## src/rtl/random_pulse_gen_multi.sv

```systemverilog
// NCH-channel random pulse generator: per-channel Galois LFSR, density threshold, programmable length.
// Define RPG_GAP_EN to add a GAP state that forces GAP_CYC low cycles after every pulse.
module random_pulse_gen_multi #(
   parameter int                NCH     = 4,
   parameter int                LFSR_W  = 16,
   parameter logic [LFSR_W-1:0] TAPS    = 16'hB400,
   parameter logic [LFSR_W-1:0] SEED    = 16'hACE1,
   parameter int                PW_W    = 4,
   parameter int                GAP_CYC = 4
) (
   input  logic            clk,
   input  logic            rst_n,
   input  logic            ena,
   input  logic [7:0]      density,
   input  logic [PW_W-1:0] pulse_len,
   output logic [NCH-1:0]  pulse,
   output logic [NCH-1:0]  busy,
   output logic [15:0]     trig_cnt
);

   // One counter serves both pulse length and gap length, so size it for the larger.
   localparam int GAP_BITS = (GAP_CYC < 1) ? 1 : $clog2(GAP_CYC + 1);
   localparam int CNT_W    = (PW_W > GAP_BITS) ? PW_W : GAP_BITS;

   typedef enum logic [1:0] {IDLE = 2'd0, PULSE = 2'd1, GAP = 2'd2} state_t;

   function automatic logic [LFSR_W-1:0] seed_of(input int idx);
      logic [LFSR_W-1:0] r;
      r = SEED;
      for (int k = 0; k < idx; k++) begin
         r = {r[LFSR_W-2:0], r[LFSR_W-1]};
      end
      if (r == '0) begin
         r = {{(LFSR_W-1){1'b0}}, 1'b1};
      end
      return r;
   endfunction

   logic [NCH-1:0]  trig;
   logic [CNT_W-1:0] len_ext;

   assign len_ext = (pulse_len == '0) ? CNT_W'(1) : CNT_W'(pulse_len);

   generate
      for (genvar gi = 0; gi < NCH; gi++) begin : g_ch
         localparam logic [LFSR_W-1:0] SEED_I = seed_of(gi);

         logic [LFSR_W-1:0] lfsr_reg;
         logic [LFSR_W-1:0] lfsr_next;
         state_t            state_reg;
         logic [CNT_W-1:0]  cnt_reg;
         logic              pulse_reg;

         assign lfsr_next = {1'b0, lfsr_reg[LFSR_W-1:1]} ^ (lfsr_reg[0] ? TAPS : '0);
         assign trig[gi]  = (state_reg == IDLE) && ena && (lfsr_reg[7:0] < density);
         assign pulse[gi] = pulse_reg;
         assign busy[gi]  = (state_reg != IDLE);

         always_ff @(posedge clk or negedge rst_n) begin
            if (!rst_n) begin
               lfsr_reg  <= SEED_I;
               state_reg <= IDLE;
               cnt_reg   <= '0;
               pulse_reg <= 1'b0;
            end else begin
               if (ena) begin
                  lfsr_reg <= lfsr_next;
               end
               case (state_reg)
                  IDLE: begin
                     if (trig[gi]) begin
                        state_reg <= PULSE;
                        cnt_reg   <= len_ext;
                        pulse_reg <= 1'b1;
                     end
                  end
                  // Once started a pulse runs to completion regardless of ena.
                  PULSE: begin
                     if (cnt_reg == CNT_W'(1)) begin
                        pulse_reg <= 1'b0;
`ifdef RPG_GAP_EN
                        if (GAP_CYC > 0) begin
                           state_reg <= GAP;
                           cnt_reg   <= CNT_W'(GAP_CYC);
                        end else begin
                           state_reg <= IDLE;
                        end
`else
                        state_reg <= IDLE;
`endif
                     end else begin
                        cnt_reg <= cnt_reg - CNT_W'(1);
                     end
                  end
`ifdef RPG_GAP_EN
                  GAP: begin
                     if (cnt_reg == CNT_W'(1)) begin
                        state_reg <= IDLE;
                     end else begin
                        cnt_reg <= cnt_reg - CNT_W'(1);
                     end
                  end
`endif
                  default: begin
                     state_reg <= IDLE;
                     pulse_reg <= 1'b0;
                  end
               endcase
            end
         end
      end
   endgenerate

   logic [3:0]  trig_pop;
   logic [16:0] trig_sum;
   logic [15:0] trig_cnt_reg;

   always_comb begin
      trig_pop = '0;
      for (int k = 0; k < NCH; k++) begin
         trig_pop = trig_pop + 4'(trig[k]);
      end
      trig_sum = {1'b0, trig_cnt_reg} + 17'(trig_pop);
   end

   always_ff @(posedge clk or negedge rst_n) begin
      if (!rst_n) begin
         trig_cnt_reg <= '0;
      end else if (trig_sum[16]) begin
         trig_cnt_reg <= 16'hFFFF;
      end else begin
         trig_cnt_reg <= trig_sum[15:0];
      end
   end

   assign trig_cnt = trig_cnt_reg;

endmodule

```

## config.mk

```make
export PLATFORM = sky130hd
export DESIGN_NAME = random_pulse_gen_multi
export DESIGN_NICKNAME = d
export VERILOG_FILES = /design/src/rtl/random_pulse_gen_multi.sv
export SDC_FILE = /design/constraint.sdc
export NUM_CORES = 1
export LEC_CHECK = 0
export BUFFER_PORTS_ARGS = -buffer_cell sky130_fd_sc_hd__buf_4
export CELL_PAD_IN_SITES_DETAIL_PLACEMENT = 2
export CELL_PAD_IN_SITES_GLOBAL_PLACEMENT = 2
export CORE_ASPECT_RATIO = 1.25
export CORE_MARGIN = 2
export CORE_UTILIZATION = 41
export DETAILED_ROUTE_END_ITERATION = 6
export PLACE_DENSITY = 0.84
export REMOVE_ABC_BUFFERS = 1
export SLEW_MARGIN = 10
export SYNTH_ARGS = -nofsm -noshare
export SYNTH_HDL_FRONTEND = slang
export SYNTH_SLANG_ARGS = --single-unit
```

## constraint.sdc

```tcl
create_clock -name clk -period 4.75 [get_ports clk]
set_input_delay 0.2375 -clock clk [delete_from_list [all_inputs] [get_ports clk]]
set_output_delay 0.2375 -clock clk [all_outputs]
set_load 0.005 [all_outputs]
```

==> flow_summary.json <==
{
  "status": "finished clean",
  "swShare": 0.360,
  "hp-class": "input port to async pin",
  "post_drt_wl_per_cell_um": 20.1,
  "die_h_um": 130,
  "ys_seq_area_frac": 0.485,
  "vias_per_cell": 5.38,
  "cts_buffer_depth": 2,
  "route.met2.wl_mm": 7.20,
  "topRoutingLayerUsed": "met4",
  "critical-path-max-stage-delay_ns": 0.56,
  "numCtsBuffers": 9,
  "coreArea_um2": 12600,
  "power.density_nw_per_um2": 674,
  "avgSynthCellArea_um2": 11.4,
  "rsz0062_at_grt": "no",
  "p_switching_mw": 1.44,
  "synth_warnings": 0,
  "path_common_cell": "fa_1",
  "die_area_um2": 13700,
  "grt_pass1_vias": 4175,
  "power_frac_comb": 0.357,
  "end_kind": "flop",
  "synthCells": 461,
  "worstSkewPairLatency_ns": 0.36,
  "grt_pass1_wl_mm": 22.2,
  "setup_violations": 0,
  "skew_ns": 0.00944,
  "largest_reg_flops": 64,
  "ys.flop_type": "dfrtp_1",
  "drive_gt1_frac": 0.313,
  "rows": 46,
  "met3_length_um": 320,
  "cts_setup_buffers": 0,
  "leakagePower_nw": 2.60,
  "fin_area_um2": 5940,
  "antenna_found_initial": 0,
  "finalWirelength_mm": 13.3,
  "slew_viol_final": 0,
  "cts.repair.resized": 0,
  "arrival_ns": 4.37,
  "htreeDepth": 3,
  "ant_nets": 0,
  "final_nets": 542,
  "ys_ff_latch": 100,
  "io_buffers": 38,
  "dp_hpwl_mm": 9.31,
  "cpMaxStageDelayCell": "dfstp_2",
  "worst_slack_ns": 0.587,
  "vias": 3551,
  "syn-cell-area_um2": 5240,
  "grt_max_degree": 75,
  "cts_sinks": 100,
  "clk_pin_slew_worst_paths_ns": 0.07,
  "tritoncts": "yes",
  "drv_cap": 0,
  "drc": 0,
  "synthDistinctLibCells": 54,
  "synth_edf_count": 0,
  "worstMarginPinSlew_ns": 1.01,
  "cts_hold_buffers": 0,
  "seq_power_share": 0.440,
  "startpoint_type": "flop",
  "clkPwrFrac": 0.203,
  "vdd_drop_max_mv": 0.294,
  "start_util": 0.416,
  "critPathKind": "flop to flop",
  "crit_path_max_fanout": 13,
  "final_common_cell": "dfrtp_1",
  "io_pins": 39,
  "finalCritPeriodShare": 0.876,
  "tns_ns": 0,
  "crit_required_ns": 4.96,
  "placed_area_um2": 5610,
  "drtIter0Drc": 117,
  "finalCriticalPeriod_ns": 4.16,
  "layout_common_cells": "68 x dfrtp_1, 53 x mux2_2, 41 x buf_4",
  "gp_congestion": 0.775,
  "intPower_mw": 2.56,
  "max_freq_ghz": 0.240,
  "m1WireLength_mm": 5.36,
  "insertedDiodeCount": 0,
  "async_flop_share": 1.00,
  "grt_overflow": 0,
  "hold_viol_final": 0,
  "areaGrowthSynthToFinish_pct": 13.4,
  "gr-usage-all-layers": 0.211,
  "slew_headroom": 0.326,
  "place_ws_ns": 0.525,
  "drtPass1Iterations": 4,
  "crit_path_cell_trace": "ha_1 -> a211oi_1 -> o211ai_1 -> a21oi_1 -> inv_1 -> fa_1 -> inv_1 -> fa_1 -> fa_1 -> nand3_1 -> nor2_1 -> nand3_1 -> o21ai_0",
  "fp.dieW_um": 105,
  "root_buffer": "clkbuf_16"
}
power groups by stage:
stage / Combinational (mW) / Clock (mW) / Sequential, mW
4_1_cts: 1.45 / 0.828 / 1.77
6_report: 1.43 / 0.813 / 1.76
2_1_floorplan: 0.997 / 0 / 1.61
3_3_place_gp: 1.28 / 0 / 1.72
3_5_place_dp: 1.41 / 0 / 1.77
5_1_grt: 1.62 / 0.860 / 1.83
synth_stat cells (10+ instances only):
cell      instances  share of area
nor2_1           32          0.023
a21oi_1          22          0.021
o21ai_0          19          0.018
ha_1             37          0.088
nand2_1          29          0.021
dfstp_2          32           0.16
xnor2_1          21          0.035
clkbuf_1         11         0.0079
mux2_2           53           0.11
nand3_1          10         0.0096
dfrtp_1          68           0.32
inv_1            27          0.019
nor3_1           10         0.0096
routing by layer:
layer  vias up  global-route usage
met4         0              0.0863
li1       1644                   -
met3        25              0.0410
met5         -                   0
met2        48               0.392
met1      1834               0.237
layout make-up:
type | count | area [um2]
clock buffers | 9 | 225
clock inverters | 7 | 100
fillers | 1249 | 6670
inverters | 27 | 101
multi-input cells | 308 | 2450
flip-flops and latches | 100 | 2540
well taps | 168 | 210
repair buffers | 41 | 308
path summary, 6_finish.rpt:
path | depth (start not counted) | to | start | slack (ns)
hold reg to reg | 1 | trig_cnt[12] | trig_cnt[12] | 0.50
setup reg to reg | 13 | trig_cnt[13] | g_ch[0].lfsr_reg[5] | 0.59
min in group clk | 2 | g_ch[2].cnt_reg[3] | pulse_len[3] | 0.24
setup / recovery | 13 | trig_cnt[13] | g_ch[0].lfsr_reg[5] | 0.59
max in group asynchronous | 2 | g_ch[0].lfsr_reg[15] | rst_n | 3.69
hold / removal | 1 | trig_cnt[10] | rst_n | 0.01
stage by stage:
step | total power [mW] | util | instances | hold WS [ns]
floorplan | 2.61 | - | 435 | -0.0581
global placement | 3.00 | 0.445 | 644 | 0.448
detailed placement | 3.18 | 0.445 | 644 | 0.466
CTS | 4.05 | 0.471 | 660 | 0.0765
global route | 4.31 | 0.471 | 660 | 0.103
finish | 4.00 | 0.471 | 660 | 0.0131
cell families (layout without fill, tap and decap cells):
| kind of cell | after synthesis | count (layout) | share of synthesized area |
|---|---|---|---|
| AO/OA/AOI/OAI | 69 | 69 | 0.0896 |
| XOR/XNOR | 24 | 24 | 0.0401 |
| adder cells (fa/ha/maj) | 40 | 40 | 0.0999 |
| buffers and inverters | 53 | 84 | 0.0466 |
| flip-flops | 100 | 100 | 0.485 |
| multiplexers | 61 | 61 | 0.129 |
| AND/OR/NAND/NOR | 114 | 114 | 0.109 |
critical path, delay by kind of cell, from the launching register on:
family                   cells  cell delay (ns)
buffers and inverters        2             0.25
adder cells (fa/ha/maj)      4             1.68
flip-flops                   1             0.56
AND/OR/NAND/NOR              3             0.65
AO/OA/AOI/OAI                4             0.87
Note: power is estimated with default switching activity, not from simulation.
